$ cat src/rtl/imem_loader_if.sv
// imem_loader_if
//   Groups the byte-stream handshake and the instruction-memory write port
//   of the boot loader into one bundle.
//   Byte stream : byte_valid / byte_data (source -> loader), byte_ready (loader -> source)
//   Memory write: mem_we, mem_addr (byte address, word aligned), mem_wdata (loader -> memory)
//   Modports:
//     master - the environment side (byte source and memory sink)
//     slave  - the loader side
interface imem_loader_if;
    logic        byte_valid;
    logic        byte_ready;
    logic [7:0]  byte_data;
    logic        mem_we;
    logic [31:0] mem_addr;
    logic [31:0] mem_wdata;

    modport master (
        output byte_valid,
        output byte_data,
        input  byte_ready,
        input  mem_we,
        input  mem_addr,
        input  mem_wdata
    );

    modport slave (
        input  byte_valid,
        input  byte_data,
        output byte_ready,
        output mem_we,
        output mem_addr,
        output mem_wdata
    );
endinterface

$ cat src/rtl/imem_loader.sv
// imem_loader
//   Boot-time loader: packs a little-endian byte stream into 32-bit words and
//   writes them to instruction memory at consecutive word-aligned addresses,
//   holding the CPU in reset until the requested number of words is written.
//   Ports:
//     clk        - single clock, rising edge
//     reset      - asynchronous, active-high
//     start      - one-cycle load request
//     word_count - number of words to load (sampled on an accepted start)
//     bus        - byte handshake + memory write port (imem_loader_if.slave)
//     cpu_hold   - high keeps the CPU in reset
//     done       - load complete
//     error      - sticky protocol/range error
module imem_loader #(
    parameter int ADDR_WIDTH = 8
) (
    input  logic                  clk,
    input  logic                  reset,
    input  logic                  start,
    input  logic [ADDR_WIDTH:0]   word_count,
    imem_loader_if.slave          bus,
    output logic                  cpu_hold,
    output logic                  done,
    output logic                  error
);

    typedef enum logic [1:0] {
        S_IDLE  = 2'd0,
        S_RECV  = 2'd1,
        S_WRITE = 2'd2,
        S_DONE  = 2'd3
    } state_e;

    // Largest loadable count: the whole memory, 2^ADDR_WIDTH words.
    localparam logic [ADDR_WIDTH:0]   MAX_COUNT  = {1'b1, {ADDR_WIDTH{1'b0}}};
    localparam logic [ADDR_WIDTH:0]   ZERO_COUNT = {(ADDR_WIDTH+1){1'b0}};
    localparam logic [ADDR_WIDTH:0]   ONE_COUNT  = {{ADDR_WIDTH{1'b0}}, 1'b1};
    localparam logic [ADDR_WIDTH-1:0] ZERO_IDX   = {ADDR_WIDTH{1'b0}};
    localparam logic [ADDR_WIDTH-1:0] ONE_IDX    = {{(ADDR_WIDTH-1){1'b0}}, 1'b1};

    state_e                state_q,    state_d;
    logic [ADDR_WIDTH:0]   count_q,    count_d;
    logic [ADDR_WIDTH-1:0] word_idx_q, word_idx_d;
    logic [1:0]            byte_idx_q, byte_idx_d;
    // Only the first three lanes need storage; the fourth byte goes
    // straight into the write-data register when it is accepted.
    logic [23:0]           data_q,     data_d;
    logic [31:0]           addr_q,     addr_d;
    logic [31:0]           wdata_q,    wdata_d;
    logic                  error_q,    error_d;

    // State and datapath registers with asynchronous reset.
    always_ff @(posedge clk or posedge reset) begin
        if (reset) begin
            state_q    <= S_IDLE;
            count_q    <= ZERO_COUNT;
            word_idx_q <= ZERO_IDX;
            byte_idx_q <= 2'd0;
            data_q     <= 24'd0;
            addr_q     <= 32'd0;
            wdata_q    <= 32'd0;
            error_q    <= 1'b0;
        end else begin
            state_q    <= state_d;
            count_q    <= count_d;
            word_idx_q <= word_idx_d;
            byte_idx_q <= byte_idx_d;
            data_q     <= data_d;
            addr_q     <= addr_d;
            wdata_q    <= wdata_d;
            error_q    <= error_d;
        end
    end

    // Next-state and datapath update logic.
    always_comb begin
        state_d    = state_q;
        count_d    = count_q;
        word_idx_d = word_idx_q;
        byte_idx_d = byte_idx_q;
        data_d     = data_q;
        addr_d     = addr_q;
        wdata_d    = wdata_q;
        error_d    = error_q;

        case (state_q)
            // DONE accepts a new start exactly like IDLE, allowing a reload.
            S_IDLE, S_DONE: begin
                if (start) begin
                    if (word_count == ZERO_COUNT) begin
                        state_d = S_DONE;
                    end else if (word_count > MAX_COUNT) begin
                        state_d = S_IDLE;
                        error_d = 1'b1;
                    end else begin
                        count_d    = word_count;
                        word_idx_d = ZERO_IDX;
                        byte_idx_d = 2'd0;
                        error_d    = 1'b0;
                        state_d    = S_RECV;
                    end
                end else begin
                    state_d = state_q;
                end
            end

            S_RECV: begin
                if (start) begin
                    error_d = 1'b1;
                end else begin
                    error_d = error_q;
                end
                // byte_ready is high throughout RECV, so byte_valid alone
                // marks a completed handshake here.
                if (bus.byte_valid) begin
                    byte_idx_d = byte_idx_q + 2'd1;
                    case (byte_idx_q)
                        2'd0: data_d[7:0]   = bus.byte_data;
                        2'd1: data_d[15:8]  = bus.byte_data;
                        2'd2: data_d[23:16] = bus.byte_data;
                        2'd3: begin
                            wdata_d = {bus.byte_data, data_q};
                            addr_d  = {{(30-ADDR_WIDTH){1'b0}}, word_idx_q, 2'b00};
                            state_d = S_WRITE;
                        end
                        default: byte_idx_d = 2'd0;
                    endcase
                end else begin
                    byte_idx_d = byte_idx_q;
                end
            end

            S_WRITE: begin
                if (start) begin
                    error_d = 1'b1;
                end else begin
                    error_d = error_q;
                end
                // Compare before incrementing so the index never wraps on a
                // full-memory load.
                if (({1'b0, word_idx_q} + ONE_COUNT) == count_q) begin
                    state_d = S_DONE;
                end else begin
                    word_idx_d = word_idx_q + ONE_IDX;
                    state_d    = S_RECV;
                end
            end

            default: begin
                state_d = S_IDLE;
            end
        endcase
    end

    // Outputs decoded from registered state only.
    assign bus.byte_ready = (state_q == S_RECV);
    assign bus.mem_we     = (state_q == S_WRITE);
    assign bus.mem_addr   = addr_q;
    assign bus.mem_wdata  = wdata_q;
    assign cpu_hold       = (state_q != S_DONE);
    assign done           = (state_q == S_DONE);
    assign error          = error_q;

endmodule

$ cat src/flat_wrapper.sv
// flat-port wrapper written by rule: the top's interface ports become plain ports
module imem_loader_flat 
#(
    parameter int ADDR_WIDTH = 8
)
  (clk, reset, start, word_count, cpu_hold, done, error, bus_byte_valid, bus_byte_data, bus_byte_ready, bus_mem_we, bus_mem_addr, bus_mem_wdata);
  imem_loader_if bus_i ();
  input  logic clk;
  input  logic reset;
  input  logic start;
  input  logic [ADDR_WIDTH:0] word_count;
  output logic cpu_hold;
  output logic done;
  output logic error;
  input wire logic [$bits(bus_i.byte_valid)-1:0] bus_byte_valid;
  input wire logic [$bits(bus_i.byte_data)-1:0] bus_byte_data;
  output wire logic [$bits(bus_i.byte_ready)-1:0] bus_byte_ready;
  output wire logic [$bits(bus_i.mem_we)-1:0] bus_mem_we;
  output wire logic [$bits(bus_i.mem_addr)-1:0] bus_mem_addr;
  output wire logic [$bits(bus_i.mem_wdata)-1:0] bus_mem_wdata;
  assign bus_i.byte_valid = bus_byte_valid;
  assign bus_i.byte_data = bus_byte_data;
  assign bus_byte_ready = bus_i.byte_ready;
  assign bus_mem_we = bus_i.mem_we;
  assign bus_mem_addr = bus_i.mem_addr;
  assign bus_mem_wdata = bus_i.mem_wdata;
  imem_loader #(.ADDR_WIDTH(ADDR_WIDTH)) u_core (.clk(clk), .reset(reset), .start(start), .word_count(word_count), .bus(bus_i), .cpu_hold(cpu_hold), .done(done), .error(error));
endmodule
$ cat config.mk
export PLATFORM = sky130hd
export DESIGN_NAME = imem_loader_flat
export DESIGN_NICKNAME = d
export VERILOG_FILES = /design/src/rtl/imem_loader_if.sv /design/src/rtl/imem_loader.sv /design/src/flat_wrapper.sv
export SDC_FILE = /design/constraint.sdc
export NUM_CORES = 1
export LEC_CHECK = 0
export CAP_MARGIN = 20
export CORE_MARGIN = 10
export CORE_UTILIZATION = 45
export DETAILED_ROUTE_END_ITERATION = 10
export HOLD_SLACK_MARGIN = 0.15
export PLACE_DENSITY = 0.77
export SYNTH_ARGS = -nofsm -noshare
export SYNTH_HDL_FRONTEND = slang
export SYNTH_SLANG_ARGS = --single-unit
$ cat constraint.sdc
create_clock -name clk -period 2.9 [get_ports clk]
set_input_delay 0.29 -clock clk [delete_from_list [all_inputs] [get_ports clk]]
set_output_delay 0.29 -clock clk [all_outputs]
set_load 0.02 [all_outputs]
======== Word level (Yosys, flattened, before mapping) ========
Index checks and enable logic that the tools add are counted.
operators by class
  add/sub/neg operators ................... 3
  magnitude comparators ................... 1
  eq/ne operators ......................... 15
  mux-type cells .......................... 22
  bitwise logic cells ..................... 2
  reduce and logical (&&, ||, !) cells .... 16
operator list
  kind                 number
  $mux 8               4
  $mux 2               9
  $reduce_and 3->1     6
  $pmux 8 s2           1
  $ne 2x2->1 const B   6
  $reduce_and 5->1     2
  $add 8x1->9 const B  1
  $eq 9x9->1           1
  $gt 9x9->1 const B   1
  $logic_not 9->1      1
  $add 8x1->8 const B  1
  $eq 2x2->1 const B   4
  $pmux 2 s3           1
  $mux 1               5
  $eq 2x1->1 const B   2
  $logic_not 2->1      2
  $ne 2x1->1 const B   2
  $pmux 2 s2           1
  $reduce_and 4->1     1
  $reduce_bool 2->1    2
  $reduce_or 2->1      2
  $add 2x1->2 const B  1
  $not 1->1            2
  $pmux 1 s2           1
storage, ports and cells
  bits in registers ....................... 86
  output and inout port bits .............. 69
  logic and storage cells ................. 69

======== Depth between registers and ports, before layout ========
  depth after elaboration ................. 5
  depth in mapped cells ................... 9

======== Worst setup path before layout ========
Ideal clock, no wire load.
  path kind ............................... flip-flop to flip-flop
  start ................................... register u_core.word_idx_q[1]
  end ..................................... register u_core.word_idx_q[0]
  library setup time ...................... 0.125 ns
  arrival time ............................ 1.934 ns
  data required time ...................... 2.775 ns
  slack ................................... 0.841 ns
  stages on the path, launching flop included .. 8
  buffers on the path ..................... 1
  clock period less this slack ............ 2.059 ns
  cell sequence ........................... dfrtp_1 ha_1 clkbuf_8 inv_1 o41ai_2 nand4_2 o21bai_4 mux2_4
between the ends
  cells in the longest elaborated chain, start to end .. 4
ends and longest elaborated chain
  element                     line                text
  start, declared             imem_loader.sv:43   logic [ADDR_WIDTH-1:0] word_idx_q, word_idx_d;
  start signal, assigned      imem_loader.sv:66   word_idx_q <= word_idx_d;
  $add 8x1->9                 imem_loader.sv:141  if (({1'b0, word_idx_q} + ONE_COUNT) == count_q) begin
  $eq 9x9->1                  imem_loader.sv:141
  $ne 2x2->1 (no line)        --
  $reduce_and 5->1 (no line)  --
No other way between the ends.
A chain may end at the register's enable or synchronous reset.

======== Final worst setup path ========
  start ................................... register u_core.word_idx_q[0]
  end ..................................... register u_core.word_idx_q[0]
between the ends
  cells in the longest elaborated chain, start to end .. 4
  elaborated cells between the ends (all ways) .. 7
  classes of those cells .................. add/sub (2); eq/ne (2); mux (2); reduce/logical (1)
ends and longest elaborated chain
  element                     line
  $add 8x1->9                 imem_loader.sv:141
  $eq 9x9->1                  imem_loader.sv:141
  $ne 2x2->1 (no line)        --
  $reduce_and 5->1 (no line)  --
Parallel ways exist; a longest one is shown, timed or not. The select of a mux whose other input is x is not followed.

==> impl_metrics.json <==
{
  "syn_area_um2": 4190,
  "synth_compound_area_frac": 0.0767,
  "ios": 90,
  "fmax_ghz": 0.421,
  "drv_slew": 0,
  "holdCritPathClass": "input pin to async pin",
  "criticalPathCategory": "flop to flop",
  "async_flop_share": 1.00,
  "synth-xor-area-share": 0.0269,
  "clkTransAtPathRegs_ps": 90,
  "stdcell_area_um2": 5080,
  "arrival_ps": 2620,
  "reg2reg_to": "u_core.word_idx_q[0]",
  "initial_utilization": 0.458,
  "clk_latency_ps": 360,
  "fp.dieH_um": 117,
  "startpoint_type": "flop",
  "yosys_most_used_dff": "dfrtp_1",
  "pre_cts_ws_ps": 461,
  "ant_nets": 0,
  "final_nets": 428,
  "fin_tns_setup_ps": 0,
  "clkSinkCount": 86,
  "timing.final.hold_violations": 0,
  "period_share": 0.819,
  "drt_iter0_markers": 78,
  "status": "completed",
  "antenna_found_initial": 0,
  "synth_top_family_by_area": "multiplexers",
  "dp_hpwl_um": 6370,
  "vias_per_cell": 5.13,
  "cts_hold_buffers": 0,
  "cts_resized": 0,
  "ir_drop_mv": 0.463,
  "setup_viol": 0,
  "placed_cells": 496,
  "ys_seq_area_frac": 0.513,
  "place_area_um2": 4870,
  "power.density_nw_per_um2": 890,
  "dieArea_um2": 13600,
  "fin_crit_ps": 2370,
  "rows": 35,
  "syn_avg_cell_area_um2": 12.8,
  "grt_pass1_vias": 2798,
  "grt_max_degree": 46,
  "p_leak_uw": 0.00231,
  "diodes": 0,
  "tritoncts": "yes",
  "route.vias.total": 2626,
  "fin_worst_skew_ps": 6.28,
  "routed_wl_um": 8820,
  "setup_slack_ps": 526,
  "ys_types": 47,
  "clockRootBuffer": "clkbuf_8",
  "dr_wl_met3_um": 727,
  "grt_use_total": 0.134,
  "wl_per_cell_um": 17.2,
  "drc_errors": 0,
  "worst-r2r-setup-slack_ps": 530,
  "cp-startpoint": "u_core.word_idx_q[0]",
  "reg2reg_from": "u_core.word_idx_q[0]",
  "rsz0062_at_grt": "no",
  "synth_edf_count": 0,
  "crit_path_end_kind": "flop",
  "worstRegToRegCells": 6,
  "htreeDepth": 3,
  "drt_pre_antenna_iters": 5,
  "yosys.area_share.adder": 0.0328,
  "core_area_um2": 9150,
  "grt_pass1_wl_um": 14200,
  "globalplace.congestion": 0.818,
  "path_max_fanout": 9,
  "synth_mux_area_frac": 0.199,
  "drive_gt1_frac": 0.274,
  "synth_cells": 328,
  "synthSimpleGateAreaFrac": 0.0731,
  "port_buffers": 65,
  "power_uw": 4520,
  "ys_ff_latch": 86,
  "relSlewSlack": 0.510,
  "wl_met2_um": 4320,
  "top_layer_used": "met4",
  "cts_made_buffers": 9,
  "post_cts_buffers": 0,
  "die_w_um": 117,
  "final_cells": 512,
  "maxCapViolCount": 0,
  "worstMarginPinSlew_ps": 735,
  "overflow": 0,
  "area_delta_synth_final_pct": 21.1,
  "cts.path.max_buffers": 2,
  "wirelength_met1_um": 3690,
  "ys.warnings.count": 0,
  "cp.required_ps": 3140
}
[synthesized netlist by cell type (2+ instances only)]
library cell	count	area, um^2
dfrtp_1	86	2150
mux2_2	71	800
buf_4	25	188
inv_1	13	48.8
o21ai_0	13	65.1
nand2_1	12	45.0
ha_1	11	138
a21oi_1	9	45.0
nand3_1	9	45.0
nor2_1	6	22.5
o2bb2ai_1	6	52.6
xnor2_1	6	52.6
clkbuf_1	5	18.8
xor2_1	5	43.8
and2b_2	3	26.3
buf_1	3	11.3
clkbuf_8	3	41.3
nand3b_1	3	22.5
nand4_1	3	18.8
nor2b_1	3	18.8
o211ai_1	3	22.5
mux2i_1	2	20.0
nor4_1	2	12.5
o21a_1	2	15.0
or3b_2	2	17.5
[sequential cells by signal, indices dropped and copies added, names as in the netlist]
signal / cells
u_core.error: 1
u_core.data_q: 24
u_core.state_q: 2
u_core.byte_idx_q: 2
u_core.count_q: 9
u_core.bus.mem_addr: 8
u_core.word_idx_q: 8
u_core.bus.mem_wdata: 32
[how the worst max path moves through the flow]
stage | depth (start not counted) | to | slack (ps)
final | 6 | u_core.word_idx_q[0] | 530
after global routing | 7 | u_core.word_idx_q[0] | 330
after CTS | 6 | u_core.word_idx_q[0] | 520
after detailed placement | 8 | u_core.word_idx_q[0] | 460
after global placement | 8 | u_core.word_idx_q[0] | 480
after floorplan | 1 | u_core.bus.mem_addr[2] | 390
[critical path, stage by stage, from the launching register on]
cell      delay [ps]
dfrtp_1          530
ha_1             290
inv_1            120
o41ai_2          360
nand4_2          290
o21bai_4         350
mux2_4           320
[per-layer routing]
metal,up-vias,global-route usage
met5,-,0
li1,1242,-
met1,1310,0.156
met2,67,0.218
met4,0,0.0375
met3,7,0.0591
[layout make-up]
type,count,area [um^2]
tap,111,139
timing repair buffer,71,721
fill,773,4080
inverter,13,50.0
clock buffer,9,124
sequential,86,2150
clock inverter,7,82.6
multi-input combinational,215,1810
[placed cells by master, fill, tap and decap left out, types with 3 or more instances in the layout]
cell type        instances
a21oi_1                  9
and2b_2                  3
buf_4                    4
clkbuf_8                 9
clkdlybuf4s50_1         65
conb_1                  24
dfrtp_1                 86
ha_1                    11
inv_1                   12
mux2_2                  71
nand2_1                 12
nand3_1                  8
nand3b_1                 3
nand4_1                  3
nor2_1                   6
nor2b_1                  3
o211ai_1                 3
o21ai_0                 13
o2bb2ai_1                6
xnor2_1                  6
xor2_1                   5
[where the power goes]
part           internal [uW]  switching (uW)
Sequential              1610             272
Combinational            905             863
Clock                    410             463
Total                   2920            1600
[cells by family (layout without fill, tap and decap cells)]
family,count (synthesis),in the layout
AO/OA/AOI/OAI,42,42
other,1,24
buffers and inverters,50,100
XOR/XNOR,12,12
adder cells (fa/ha/maj),11,11
multiplexers,74,74
AND/OR/NAND/NOR,52,52
flip-flops,86,86
[through the flow]
| step | hold slack [ps] | util |
|---|---|---|
| after global placement | 470 | 0.532 |
| after detailed placement | 470 | 0.532 |
| after global routing | 386 | 0.555 |
| after floorplan | 421 | - |
| final | 355 | 0.555 |
| after CTS | 372 | 0.555 |
No activity file was read; power rests on OpenSTA's default activity.
==> RTL edit, RTL diff (same flow settings) <==
The 4 states of `state_e` get a Gray code encoding in 2 bits.
--- a/src/rtl/imem_loader.sv
+++ b/src/rtl/imem_loader.sv
@@ -27,6 +27,6 @@
     typedef enum logic [1:0] {
-        S_IDLE  = 2'd0,
-        S_RECV  = 2'd1,
-        S_WRITE = 2'd2,
-        S_DONE  = 2'd3
+        S_IDLE  = 2'b00,
+        S_RECV  = 2'b01,
+        S_WRITE = 2'b11,
+        S_DONE  = 2'b10
     } state_e;
Formal check against the unedited RTL: no difference found for any inputs over 4 cycles, from zero or initial values and one cycle with reset high; so few cycles prove little.
==> RTL edit against the unedited design <==
Synthesized cell count is 2.4% lower. Critical path depth is 1 higher. Wire length hardly changed. Cell area is 3.6% lower. Sequential share of layout area is 1.6 points higher. Setup slack worse by 0.21 ns. Total power is 13% higher. Clock power is 4.0% higher. Non-clock buffer count is 3 lower. Sequential cell count stayed put. Area after synthesis is 4.6% lower. Clock skew is 0.0027 ns higher. Largest cell class unchanged. Largest power group unchanged.
==> RTL edit: results (changes against the unedited design) <==
[outcome]
outcome=complete, no violations  ; unchanged

[worst_setup_path]
ff2ff_setup_slack_ns=0.32  ; was 0.53 ns
crit_path_top_delay_cell=dfrtp_1  ; unchanged
cp_max_fo=8  ; was 9
r2r-end=u_core.word_idx_q[6]  ; was u_core.word_idx_q[0]
critPathLaunch=u_core.word_idx_q[0]  ; unchanged
slowest_delay_ns=0.49  ; was 0.53 ns
cp_top_family=simple AND/OR/NAND/NOR gates  ; was compound AO/OA/AOI/OAI gates
rr_worst_depth=7  ; was 6
critPathArrivalTime_ns=2.83  ; was 2.62 ns

[detailed_routing]
post_drt_via_cell_ratio=5.34  ; was 5.13
totalWireLength_mm=8.82  ; about the same
detail_route.wl_per_cell_um=17.6  ; was 17.2 µm
dr.first_iter.drc_count=66  ; was 78
firstDrtPassIters=4  ; was 5

[pwr]
peakVddDrop_mv=0.600  ; was 0.463 mV
powerDensity_mw_per_mm2=1050  ; was 890 mW/mm²
p_leak_nw=2.15  ; was 2.31 nW
switching_share=0.361  ; was 0.354

[hold_path]
worst_hold_path_type=input pin to asynchronous set/reset pin  ; unchanged

[timing]
slew_headroom=0.442  ; was 0.510
fin_skew_ns=0.00900  ; was 0.00628 ns
hold_slack_ns=0.384  ; was 0.355 ns

[synthesis]
synthTopCellsByCount=86 x dfrtp_1, 69 x mux2_2, 25 x buf_4  ; was 86 x dfrtp_1, 71 x mux2_2, 25 x buf_4
yosys-top-cells-area=dfrtp_1 54%, mux2_2 19%, buf_4 4.7%  ; was dfrtp_1 51%, mux2_2 19%, buf_4 4.5%
synthFlopType=dfrtp_1  ; unchanged
ys_seq_area_frac=0.538  ; was 0.513
synth_cells=320  ; was 328
synthArstFlopShare=1.00  ; unchanged
ys_types=52  ; was 47

[placed_design]
gp_congestion=0.903  ; was 0.818
placedCellCount=484  ; was 496
portBuffers=65  ; unchanged
dpl.hpwl_mm=6.39  ; was 6.37 mm

[grt]
grt_max_degree=48  ; was 46
globalRouteTotalUtil=0.141  ; was 0.134
grt_pass1_vias=2888  ; was 2,798
grt_first_pass_wirelength_mm=14.7  ; was 14.2 mm
antenna_found_initial=0  ; unchanged

[clocking]
cts_hold_buffers=0  ; unchanged
cts.clk_slew.worst_paths_ns=0.09  ; about the same
clock_latency_ns=0.36  ; about the same
htreeDepth=3  ; unchanged
clk_path_buf_depth=2  ; unchanged

[cells_and_area]
largest_reg_flops=32  ; unchanged
nNetsFinal=415  ; was 428
layout-drive-gt1-share=0.258  ; was 0.274

==> RTL edit: changes by cell type in the layout (fill, tap and decap cells not counted), sizes merged, moves of 5 or more <==
cell / before / now
nand2: 13 / 21
o2bb2ai: 6 / 0
o21ai: 13 / 8
nor3: 1 / 9
==> RTL edit: final cells by class <==
class / count / area [µm²]
Fill cell: 738 / 3780
Inverter: 10 / 38.8
Clock buffer: 10 / 138
Timing Repair Buffer: 68 / 698
Clock inverter: 6 / 76.3
Tap cell: 108 / 135
Sequential cell: 86 / 2150
Multi-Input combinational cell: 212 / 1660
==> RTL edit: per-stage QoR <==
stage	cell area, µm²	setup WS [ns]
after floorplan	4090	0.388
after global placement	4680	0.448
after detailed placement	4680	0.400
after CTS	4890	0.356
after global routing	4890	0.0686
final	4890	0.320
==> RTL edit: worst reg2reg max path, delay by kind of cell, from the launching register on <==
| kind | cells | cell delay (ns) |
|---|---|---|
| fa+ha+maj | 1 | 0.36 |
| compound gates | 2 | 0.49 |
| flops | 1 | 0.49 |
| simple gates | 4 | 1.12 |
==> RTL edit: power by group through the flow <==
stage / logic [mW] / registers [mW] / clock network [mW]
6_report: 2.10 / 2.12 / 0.908
2_1_floorplan: 1.10 / 2.32 / 0
5_1_grt: 2.29 / 2.20 / 0.988
4_1_cts: 2.13 / 2.12 / 0.934
3_3_place_gp: 2.08 / 2.10 / 0
3_5_place_dp: 2.12 / 2.14 / 0
==> RTL edit: cell families after synthesis <==
kind of cell,count (synthesis),synth area share
simple gates,66,0.0860
other cells,1,0.000938
compound gates,39,0.0732
xor+xnor,7,0.0153
buf+inv,45,0.0701
flops,86,0.538
mux,69,0.194
fa+ha+maj,7,0.0219
==> RTL edit: metal layers <==
layer	wire length (µm)	up-vias	track usage
li1	-	1223	-
met3	912	15	0.0692
met1	3500	1340	0.159
met5	0	-	0
met4	133	0	0.0518
met2	4280	91	0.226
==> RTL edit: how the worst max path moves through the flow <==
stage / to / slack (ns) / cells after the start
global placement: u_core.word_idx_q[4] / 0.45 / 7
global route: u_core.word_idx_q[6] / 0.07 / 7
floorplan: u_core.bus.mem_addr[2] / 0.39 / 1
detailed placement: u_core.word_idx_q[4] / 0.40 / 7
finish: u_core.word_idx_q[6] / 0.32 / 7
CTS: u_core.word_idx_q[6] / 0.36 / 7
